### config.mk
export PLATFORM = sky130hd
export DESIGN_NAME = bcd_display_scanner
export DESIGN_NICKNAME = d
export VERILOG_FILES = /design/src/rtl/bcd_display_scanner.sv
export SDC_FILE = /design/constraint.sdc
export NUM_CORES = 1
export LEC_CHECK = 0
export ABC_AREA = 0
export CORE_MARGIN = 2
export CORE_UTILIZATION = 55
export CTS_BUF_LIST = sky130_fd_sc_hd__clkbuf_8
export CTS_CLUSTER_SIZE = 30
export DETAILED_ROUTE_END_ITERATION = 8
export PLACE_DENSITY_LB_ADDON = 0.05
export SYNTH_ARGS = -nofsm -noshare
export SYNTH_HDL_FRONTEND = slang
export SYNTH_SLANG_ARGS = --single-unit
### constraint.sdc
create_clock -name clk -period 2.4 [get_ports clk]
set_input_delay 0.48 -clock clk [delete_from_list [all_inputs] [get_ports clk]]
set_output_delay 0.48 -clock clk [all_outputs]
set_load 0.01 [all_outputs]
### src/rtl/bcd_display_scanner.sv
`default_nettype none
// ============================================================================
//  Module      : bcd_display_scanner
//  Description : Multiplexed common-anode 7-segment driver for N packed BCD
//                digits. Digits are captured on a load strobe into a shadow
//                register and transferred to the display register only at
//                frame start, so a frame never shows a mix of old and new
//                digits. Each digit slot begins with one dead-time cycle.
//                Optional leading-zero blanking, and a dash for codes 10..15.
//  Ports       :
//    clk         in   1           system clock, rising edge
//    rst_n       in   1           asynchronous active-low reset
//    load        in   1           capture strobe for digits_in
//    digits_in   in   4*N_DIGITS  packed BCD, digit 0 = bits [3:0] (LSD)
//    blank_lz    in   1           1 = blank leading zeros (sampled live)
//    seg_n       out  7           active-low segments {g,f,e,d,c,b,a}
//    an_n        out  N_DIGITS    active-low one-hot digit enable
//    frame_done  out  1           one-cycle pulse on the last cycle of a scan
//  Revision    : 1.0 - initial release
// ============================================================================
module bcd_display_scanner #(
  parameter int N_DIGITS    = 2,
  parameter int REFRESH_DIV = 1000
) (
  input  logic                  clk,
  input  logic                  rst_n,
  input  logic                  load,
  input  logic [4*N_DIGITS-1:0] digits_in,
  input  logic                  blank_lz,
  output logic [6:0]            seg_n,
  output logic [N_DIGITS-1:0]   an_n,
  output logic                  frame_done
);

  localparam int c_CNT_W = (REFRESH_DIV > 1) ? $clog2(REFRESH_DIV) : 1;
  localparam int c_IDX_W = (N_DIGITS > 1) ? $clog2(N_DIGITS) : 1;
  localparam logic [c_CNT_W-1:0] c_CNT_LAST = c_CNT_W'(REFRESH_DIV - 1);
  localparam logic [c_IDX_W-1:0] c_IDX_LAST = c_IDX_W'(N_DIGITS - 1);
  localparam logic [6:0] c_SEG_OFF = 7'h7F;

  logic [c_CNT_W-1:0]    r_cnt;
  logic [c_IDX_W-1:0]    r_idx;
  logic [4*N_DIGITS-1:0] r_shadow;
  logic [4*N_DIGITS-1:0] r_display;

  logic [3:0]            w_digit;
  logic                  w_zero_run_sel;
  logic [N_DIGITS-1:0]   w_zero_from;
  logic                  w_run;
  logic [N_DIGITS-1:0]   w_an;
  logic                  w_blank;
  logic                  w_slot_end;
  logic                  w_frame_start;
  logic                  w_frame_last;

  // Active-low decode; codes above 9 show a dash (segment g only).
  function automatic logic [6:0] f_decode(input logic [3:0] d);
    logic [6:0] s;
    case (d)
      4'd0:    s = 7'h40;
      4'd1:    s = 7'h79;
      4'd2:    s = 7'h24;
      4'd3:    s = 7'h30;
      4'd4:    s = 7'h19;
      4'd5:    s = 7'h12;
      4'd6:    s = 7'h02;
      4'd7:    s = 7'h78;
      4'd8:    s = 7'h00;
      4'd9:    s = 7'h10;
      default: s = 7'h3F;
    endcase
    return s;
  endfunction

  assign w_slot_end    = (r_cnt == c_CNT_LAST);
  assign w_frame_start = (r_cnt == '0) && (r_idx == '0);
  assign w_frame_last  = w_slot_end && (r_idx == c_IDX_LAST);

  // w_zero_from[i] is set when display digits N_DIGITS-1 down to i are all
  // zero; it is built from the most significant digit downwards.
  always_comb begin
    w_zero_from = '0;
    w_run       = 1'b1;
    for (int i = N_DIGITS - 1; i >= 0; i--) begin
      w_run          = w_run && (r_display[4*i +: 4] == 4'd0);
      w_zero_from[i] = w_run;
    end
  end

  // Select the digit and anode for the current slot.
  always_comb begin
    w_digit        = 4'd0;
    w_zero_run_sel = 1'b0;
    w_an           = '1;
    for (int i = 0; i < N_DIGITS; i++) begin
      if (r_idx == c_IDX_W'(i)) begin
        w_digit        = r_display[4*i +: 4];
        w_zero_run_sel = w_zero_from[i];
        w_an[i]        = 1'b0;
      end
    end
  end

  // Digit 0 is never blanked so a value of zero still shows "0".
  assign w_blank = blank_lz && (r_idx != '0) && w_zero_run_sel;

  // Prescale counter and digit index.
  always_ff @(posedge clk or negedge rst_n) begin
    if (!rst_n) begin
      r_cnt <= '0;
      r_idx <= '0;
    end else if (w_slot_end) begin
      r_cnt <= '0;
      r_idx <= (r_idx == c_IDX_LAST) ? '0 : r_idx + c_IDX_W'(1);
    end else begin
      r_cnt <= r_cnt + c_CNT_W'(1);
    end
  end

  // Shadow takes every load; display only changes at frame start, where a
  // load on that same edge bypasses the shadow.
  always_ff @(posedge clk or negedge rst_n) begin
    if (!rst_n) begin
      r_shadow  <= '0;
      r_display <= '0;
    end else begin
      if (load) begin
        r_shadow <= digits_in;
      end
      if (w_frame_start) begin
        r_display <= load ? digits_in : r_shadow;
      end
    end
  end

  // Registered pin drivers: pins follow the counter state one cycle late.
  always_ff @(posedge clk or negedge rst_n) begin
    if (!rst_n) begin
      seg_n      <= c_SEG_OFF;
      an_n       <= '1;
      frame_done <= 1'b0;
    end else begin
      frame_done <= w_frame_last;
      if (r_cnt == '0) begin
        seg_n <= c_SEG_OFF;
        an_n  <= '1;
      end else begin
        seg_n <= w_blank ? c_SEG_OFF : f_decode(w_digit);
        an_n  <= w_an;
      end
    end
  end

endmodule
`default_nettype wire

After elaboration in Yosys (flattened, before gate mapping)

Memories as Yosys holds them, arrays and structs flattened.
Cells that the tools add are included.
Widths: inputs -> output; s select.

Bits in read-only memories: 112
Word-level logic and storage cells: 30
Register bits after elaboration: 37
Output and inout bits: 10
Memories: 1
Input bits: 12

Multiplexer cells: 10
Reductions and logical operators: 8
$add $sub $neg: 2
Bitwise operators: 1
Equality and inequality tests: 1

Memory list:

| memory           | depth | bits a word | read ports | clocked after memory_dff | wr ports | line | text |
|---|---|---|---|---|---|---|---|
| (name not given) | 16    | 7           | 1          | 0                        | 0        | 59   | `case (d)` |

Operators with widths:

| cell                  | number |
|---|---|
| $mux 7                | 2 |
| $add 10x1->10 const B | 1 |
| $eq 10x10->1 const B  | 1 |
| $logic_not 10->1      | 1 |
| $mux 10               | 1 |
| $logic_not 4->1       | 2 |
| $mux 8                | 1 |
| $logic_and 1x1->1     | 5 |
| $mux 1                | 4 |
| $mux 4                | 1 |
| $mux 2                | 1 |
| $add 1x1->1 const B   | 1 |
| $not 1->1             | 1 |

Longest topological paths before layout

Gate-level depths: netlist of run 1.

Word-level depth: 6
Mapped depth: 8
Gate-level depth less buffers: 6

Worst setup path before layout of run 1

Ideal clock, no wire load.

Path kind: reg-to-reg
Start point: register r_idx
End point: register seg_n[6]
Setup slack: 0.503 ns
Data arrival time: 1.821 ns
Required time: 2.324 ns
Path buffers: 2
Period minus slack after synthesis: 1.897 ns
Cell stages (with the launch flop): 9
Library setup time: 0.076 ns
Path through: dfrtp_1 -> buf_6 -> clkbuf_1 -> mux2i_1 -> inv_1 -> ha_1 -> a211oi_1 -> a211o_1 -> nand2_1

Longest elaborated chain between the ends: 4
Elaborated cells on any way between the ends: 7
Classes of those cells: mux (4); reduce/logical (2); memory (1)

RTL lines:

| element                                           | line | text |
|---|---|---|
| start, declared                                   | 42   | `logic [c_IDX_W-1:0] r_idx;` |
| start signal, assigned                            | 114  | `r_idx <= (r_idx == c_IDX_LAST) ? '0 : r_idx + c_IDX_W'(1);` |
| $mux 4 (tied with other cells)                    | 96   | `if (r_idx == c_IDX_W'(i)) begin` |
| $mem_v2 16x7 or $logic_and 1x1->1 (tied branches) | -    |  |
| $mux 7 (*)                                        | 148  | `seg_n <= w_blank ? c_SEG_OFF : f_decode(w_digit);` |
| $mux 7 (*)                                        | 144  | `if (r_cnt == '0) begin` |
| end signal, assigned                              | 139  | `seg_n <= c_SEG_OFF;` |
| end signal, assigned                              | 145  | `seg_n <= c_SEG_OFF;` |
| end signal, assigned                              | 148  |  |
| end, declared                                     | 30   | `output logic [6:0] seg_n,` |

Every way passes the cells marked *; elsewhere a longest branch is shown, timed or not.
A chain may end at the register's enable or synchronous reset.

Final worst setup path of run 1

Start point: register r_cnt[0]
End point: register r_display[1]

Longest elaborated chain between the ends: 2

RTL lines:

| element                | line | text |
|---|---|---|
| start, declared        | 41   | `logic [c_CNT_W-1:0] r_cnt;` |
| start signal, assigned | 116  | `r_cnt <= r_cnt + c_CNT_W'(1);` |
| $logic_not 10->1       | 76   | `assign w_frame_start = (r_cnt == '0) && (r_idx == '0);` |
| $logic_and 1x1->1      | 76   |  |
| end signal, assigned   | 131  | `r_display <= load ? digits_in : r_shadow;` |
| end, declared          | 44   | `logic [4*N_DIGITS-1:0] r_display;` |

Every way passes these cells.

==> results of run 1 <==
-- power breakdown --
part	total [uW]	switching (uW)	internal, uW
combinational	169	72.7	96.1
clock	427	204	223
sequential	695	21.2	674
total	1290	298	993
-- registers in the layout, summed over array words and instances (netlist names) --
name,cells
r_idx,1
an_n,2
r_cnt,10
r_display,8
seg_n,7
frame_done,1
r_shadow,8
-- area by class of cell --
type                    count  share of cell area, %
clock buffers               6                   3.81
clock inverters             1                  0.173
multi-input cells         107                   38.6
inverters                   4                  0.693
flip-flops and latches     37                   43.2
well taps                  44                   2.54
repair buffers             23                   11.0
-- cell usage in the layout, fill, tap and decap left out, types with 2 or more instances in the layout --
master / Yosys / final
dfstp_2: 9 / 9
inv_1: 4 / 5
mux2_2: 11 / 11
nand2_1: 14 / 14
nand3_1: 5 / 5
nor2_1: 12 / 12
nand4_1: 2 / 2
and3_1: 2 / 2
clkbuf_8: 0 / 6
clkdlybuf4s50_1: 0 / 21
mux2_4: 8 / 8
a211oi_1: 3 / 3
dfrtp_1: 28 / 28
a21o_1: 2 / 2
nor3_1: 3 / 3
ha_1: 8 / 8
xor2_1: 4 / 4
xnor2_1: 3 / 3
o21ai_0: 5 / 5
mux2i_1: 5 / 5
a21oi_1: 5 / 5
-- metrics by stage --
stage               instance area (um^2)  total power [uW]  hold WS [ps]  setup slack [ps]
global placement                    2080               869           482               462
CTS                                 2170              1300           503               453
finish                              2170              1290           500               462
detailed placement                  2080               876           488               448
floorplan                           1830               791           184               503
global route                        2170              1350           518               341
-- critical path, cell delays in order, from the launching register on --
cell and delay [ps]:
dfrtp_1 420, inv_1 80, ha_1 160, nor4b_4 200, nand3_2 160, or2_1 430, mux2_4 370
-- final timing paths --
| path | depth (start not counted) | end | slack (ps) | from |
|---|---|---|---|---|
| setup / recovery | 6 | r_display[1]$_DFFE_PN0P_ | 460 | r_cnt[0]$_DFF_PN0_ |
| hold / removal | 1 | r_shadow[7]$_DFF_PN0_ | 500 | r_shadow[7]$_DFF_PN0_ |
| setup reg to reg | 6 | r_display[1]$_DFFE_PN0P_ | 460 | r_cnt[0]$_DFF_PN0_ |
| hold reg to reg | 1 | r_shadow[7]$_DFF_PN0_ | 500 | r_shadow[7]$_DFF_PN0_ |
| max in group asynchronous | 2 | r_display[4]$_DFFE_PN0P_ | 1270 | rst_n |
| min in group asynchronous | 1 | r_cnt[5]$_DFF_PN0_ | 590 | rst_n |
-- routing by layer --
layer / up-vias / GRT usage, % / share of wire (%)
met2: 32 / 29.8 / 46
li1: 573 / - / -
met5: - / 0 / 0
met3: 2 / 5.67 / 4.5
met1: 555 / 26.7 / 49
met4: 0 / 7.29 / 0.77
-- kinds of logic after synthesis --
kind of cell | after synthesis | share of synthesized area, %
AND/OR/NAND/NOR | 49 | 14.2
buffers and inverters | 9 | 3.08
AO/OA/AOI/OAI | 19 | 6.57
flip-flops | 37 | 51.2
adder cells (fa/ha/maj) | 8 | 5.47
XOR/XNOR | 7 | 3.35
multiplexers | 24 | 16.1
-- cell usage after synthesis, types with 2 or more instances --
cell	number	share of area [%]
nand2_1	14	2.9
nor3_1	3	0.82
mux2_4	8	6.6
xnor2_1	3	1.4
mux2i_1	5	2.7
nor2_1	12	2.5
mux2_2	11	6.8
xor2_1	4	1.9
buf_6	3	1.8
nand3_1	5	1.4
ha_1	8	5.5
a211oi_1	3	1.2
inv_1	4	0.82
a21oi_1	5	1.4
and3_1	2	0.68
nand4_1	2	0.68
a21o_1	2	0.82
o21ai_0	5	1.4
dfrtp_1	28	38
dfstp_2	9	13
clkbuf_1	2	0.41
==> results.sh, run 1 <==
export IMPL_multi_input_comb_area_um2=836
export IMPL_numCtsBuffers=5
export IMPL_die_w_um=61.7
export IMPL_setup_viol=0
export IMPL_power_leakage_uw=0.000974
export IMPL_die_area_um2=3800
export IMPL_htreeDepth=2
export IMPL_synth_cell_types=36
export IMPL_grt_total_usage_pct=19.6
export IMPL_fin_crit_sh_pct=80.7
export IMPL_insertion_delay_ps=280
export IMPL_fin_nets=198
export IMPL_worstPathRequired_ps=2570
export IMPL_place_inst=215
export IMPL_dp_hpwl_um=2350
export IMPL_avgRoutedWirePerCell_um=14.1
export IMPL_antenna_found_initial=0
export IMPL_clkSlewWorstSetupHoldPaths_ps=70
export IMPL_antenna_cells=0
export IMPL_power_density_nw_per_um2=596
export IMPL_cts_root_buf="clkbuf_8"
export IMPL_worstMarginPinSlew_ps=638
export IMPL_detail_route_vias_per_cell=5.23
export IMPL_num_io_pins=22
export IMPL_route_detailed_drc=0
export IMPL_relSlewSlack_pct=57.3
export IMPL_finalCriticalPeriod_ps=1940
export IMPL_ant_nets=0
export IMPL_drive_gt1_share_pct=23.6
export IMPL_yosysSeqAreaShare_pct=51.2
export IMPL_num_fill_cells=241
export IMPL_tns_ps=0
export IMPL_ys_warn_count=0
export IMPL_dr_pass1_iters=4
export IMPL_syn_area_per_cell_um2=12.0
export IMPL_fp_row_count=20
export IMPL_fin_skew_ps=3.24
export IMPL_finalCoreUtilization_pct=69.8
export IMPL_hold_viol_final=0
export IMPL_numPortBuffers=21
export IMPL_yosys_most_used_dff="dfrtp_1"
export IMPL_end_kind="register"
export IMPL_grt_setup_unrepaired="no"
export IMPL_fmax_mhz=516
export IMPL_synth_edf_count=0
export IMPL_async_flop_share_pct=100
export IMPL_worstHoldPathType="reg2reg"
export IMPL_cp_max_fo=8
export IMPL_post_cts_repair_setup_buffers=0
export IMPL_num_vias=1162
export IMPL_cap_viol_max_count=0
export IMPL_layout_cells_non_filler=222
export IMPL_place_gp_congestion=0.805
export IMPL_start_util_pct=59.0
export IMPL_overflow=0
export IMPL_syn_area_um2=1830
export IMPL_area_growth_pct=18.5
export IMPL_crit_arrival_ps=2110
export IMPL_grt_max_degree=24
export IMPL_cts_buffer_depth=2
export IMPL_drt_wl_total_um=3120
export IMPL_grt_pass1_vias=1169
export IMPL_core_area_um2=3100
export IMPL_syn_inst=153
export IMPL_crit_type="reg2reg"
export IMPL_ctsResizeCount=0
export IMPL_cts_tree="done"
export IMPL_yosys_register_bits=37
export IMPL_cts_sinks=37
export IMPL_first_iter_violations=22
export IMPL_die_height_um=61.7
export IMPL_ir_drop_mv=0.394
export IMPL_grt_pass1_wl_um=5330
export IMPL_maxSlewViolCount=0
export IMPL_ff_latch_area_um2=937
export IMPL_worstSetupStartpointType="register"
export IMPL_synth_fp_nets=173
export IMPL_status="finished clean"
export IMPL_cts_hold_fix_buffers=0
Note: power is estimated with default switching activity, not from simulation.
==> run 2, diff against run 1 <==
--- a/config.mk
+++ b/config.mk
@@ -7,7 +7,7 @@
 export LEC_CHECK = 0
 export ABC_AREA = 0
 export CORE_MARGIN = 2
-export CORE_UTILIZATION = 55
+export CORE_UTILIZATION = 52
 export CTS_BUF_LIST = sky130_fd_sc_hd__clkbuf_8
 export CTS_CLUSTER_SIZE = 30
 export DETAILED_ROUTE_END_ITERATION = 8
==> constraint.sdc (replaced) <==
create_clock -name clk -period 1.65 [get_ports clk]
set_input_delay 0.33 -clock clk [delete_from_list [all_inputs] [get_ports clk]]
set_output_delay 0.33 -clock clk [all_outputs]
set_load 0.01 [all_outputs]
==> run 2 against run 1 <==
  * The run now ends with setup timing left
  * Maximum frequency rose by 16%
  * Clock skew rose by 5.1 ps
  * Core utilization fell by 1.1 points
  * Global-route usage fell by 0.29 points
  * Sequential cell count did not move
  * Sequential power rose by 45%
  * Design area rose by 6.7%
  * Die area rose by 5.4%
  * Final cell count rose by 9.0%
  * Critical path type unchanged
  * Critical endpoint unchanged
  * Highest routed layer unchanged
==> results.sh, run 2 (synthesized netlist as in run 1, its figures left out) <==
export IMPL_htreeDepth=2
export IMPL_insertion_delay_ps=290
export IMPL_grt_setup_unrepaired="yes"
export IMPL_cpMaxStageDelayCell="dfrtp_1"
export IMPL_r2r_end="r_display[1]$_DFFE_PN0P_"
export IMPL_ir_drop_mv=0.417
export IMPL_power_density_nw_per_um2=818
export IMPL_cts_tree="done"
export IMPL_largest_reg_flops=10
export IMPL_cts_root_buf="clkbuf_8"
export IMPL_fin_crit_sh_pct=101
export IMPL_cts_sinks=37
export IMPL_fin_nets=215
export IMPL_setup_viol=3
export IMPL_timing_final_ws_setup_ps=-14.1
export IMPL_detail_route_vias_per_cell=5.19
export IMPL_grt_total_usage_pct=19.3
export IMPL_max_stage_delay_ps=380
export IMPL_worstHoldPathType="in2async"
export IMPL_r2r_slack_ps=-10
export IMPL_dp_hpwl_um=2570
export IMPL_antenna_cells=0
export IMPL_crit_type="reg2reg"
export IMPL_worstPathRequired_ps=1820
export IMPL_die_w_um=63.3
export IMPL_final_area_um2=2310
export IMPL_crit_arrival_ps=1830
export IMPL_start_util_pct=54.4
export IMPL_maxSlewViolCount=0
export IMPL_violations="setup timing"
export IMPL_regMostFlops="r_cnt"
export IMPL_numPortBuffers=21
export IMPL_clkSlewWorstSetupHoldPaths_ps=70
export IMPL_relSlewSlack_pct=79.4
export IMPL_cts_buffer_depth=2
export IMPL_finalCriticalPeriod_ps=1660
export IMPL_place_gp_congestion=0.831
export IMPL_overflow=0
export IMPL_crit_chain="inv_1, ha_1, nor4b_4, nand3_2, or2_4, mux2_4"
export IMPL_ctsResizeCount=11
export IMPL_grt_pass1_wl_um=6040
export IMPL_grt_max_degree=27
export IMPL_ant_nets=0
export IMPL_dr_pass1_iters=4
export IMPL_fmax_mhz=601
export IMPL_cap_viol_max_count=0
export IMPL_placed_area_um2=2220
export IMPL_avgRoutedWirePerCell_um=13.7
export IMPL_area_growth_pct=26.4
export IMPL_num_io_pins=22
export IMPL_fin_skew_ps=8.34
export IMPL_fp_row_count=21
export IMPL_layout_commonest_cell="dfrtp_1"
export IMPL_numCtsBuffers=5
export IMPL_crit_buf_inv=1
export IMPL_reg_top3="r_cnt x10, r_display x8, r_shadow x8"
export IMPL_power_leakage_uw=0.00108
export IMPL_timing_rr_start="r_cnt[0]$_DFF_PN0_"
export IMPL_drt_wl_total_um=3330
export IMPL_drive_gt1_share_pct=33.2
export IMPL_mostFrequentLayoutCells="dfrtp_1, buf_4, nand2_1"
export IMPL_cp_max_fo=8
export IMPL_reg2reg_depth=6
export IMPL_core_area_um2=3360
export IMPL_worstMarginPinSlew_ps=301
export IMPL_worstSetupStartpointType="register"
export IMPL_hold_viol_final=0
export IMPL_num_vias=1257
export IMPL_die_area_um2=4010
export IMPL_num_fill_cells=300
export IMPL_route_detailed_drc=0
export IMPL_power_uw=1890
export IMPL_first_iter_violations=60
export IMPL_crit_family="simple AND/OR/NAND/NOR gates"
export IMPL_multi_input_comb_area_um2=870
export IMPL_status="finished, violations left"
export IMPL_die_height_um=63.3
export IMPL_post_cts_repair_setup_buffers=0
export IMPL_antenna_found_initial=0
export IMPL_end_kind="register"
export IMPL_grt_pass1_vias=1321
export IMPL_cts_hold_fix_buffers=0
export IMPL_ff_latch_area_um2=938
[run 2: cell count changes in the layout (fill, tap and decap cells not counted), moves of 2 or more]
cell,previous run,this run
mux2i_1,5,3
mux2i_4,0,2
dlygate4sd2_1,0,9
buf_4,1,19
clkdlybuf4s50_1,21,12
[run 2: layer usage]
| layer | GRT usage (%) | wire [um] | up-vias |
|---|---|---|---|
| met3 | 5.36 | 162 | 3 |
| met1 | 25.5 | 1510 | 613 |
| li1 | - | - | 611 |
| met2 | 31.4 | 1620 | 30 |
| met5 | 0 | 0 | - |
| met4 | 5.43 | 34 | 0 |
[run 2: final cells by class]
type	instances	share of cell area [%]
Inverter	4	0.649
Multi-Input combinational cell	107	37.6
Clock buffer	6	3.57
Sequential cell	37	40.6
Timing Repair Buffer	40	14.8
Tap cell	46	2.49
Clock inverter	2	0.325
[run 2: stage by stage]
stage / hold WS [ps] / std cells / TNS [ps] / utilization [%] / worst slack, ps
global placement: 487 / 234 / -357 / 66.1 / -45.3
finish: 365 / 242 / -21.6 / 68.8 / -14.1
detailed placement: 491 / 234 / -922 / 66.1 / -117
CTS: 368 / 242 / 0 / 68.6 / 2.25
floorplan: 34.4 / 153 / -188 / - / -23.5
global route: 389 / 242 / -940 / 68.8 / -123
[run 2: power breakdown]
group | switching [uW] | internal (uW)
Sequential | 33.3 | 980
Clock | 303 | 328
Combinational | 111 | 137
Total | 447 | 1440
[run 2: worst max-delay path by stage]
| stage | end | startpoint | slack (ps) | cells past startpoint |
|---|---|---|---|---|
| floorplan | r_display[0]$_DFFE_PN0P_ | r_cnt[0]$_DFF_PN0_ | -20 | 7 |
| finish | r_display[1]$_DFFE_PN0P_ | r_cnt[0]$_DFF_PN0_ | -10 | 6 |
| global placement | r_display[0]$_DFFE_PN0P_ | r_cnt[0]$_DFF_PN0_ | -50 | 6 |
| CTS | r_display[1]$_DFFE_PN0P_ | r_cnt[0]$_DFF_PN0_ | 2 | 6 |
| detailed placement | r_display[1]$_DFFE_PN0P_ | r_cnt[0]$_DFF_PN0_ | -120 | 6 |
| global route | r_display[1]$_DFFE_PN0P_ | r_cnt[0]$_DFF_PN0_ | -120 | 6 |
==> run 3, diff against run 2 <==
--- a/config.mk
+++ b/config.mk
@@ -9,6 +9,7 @@
 export CORE_MARGIN = 2
 export CORE_UTILIZATION = 52
 export CTS_BUF_LIST = sky130_fd_sc_hd__clkbuf_8
+export CTS_CLUSTER_DIAMETER = 50
 export CTS_CLUSTER_SIZE = 30
 export DETAILED_ROUTE_END_ITERATION = 8
 export PLACE_DENSITY_LB_ADDON = 0.05
==> results of run 3 <==
Same layout as run 2: the final DEF is identical, and so are final timing and power.
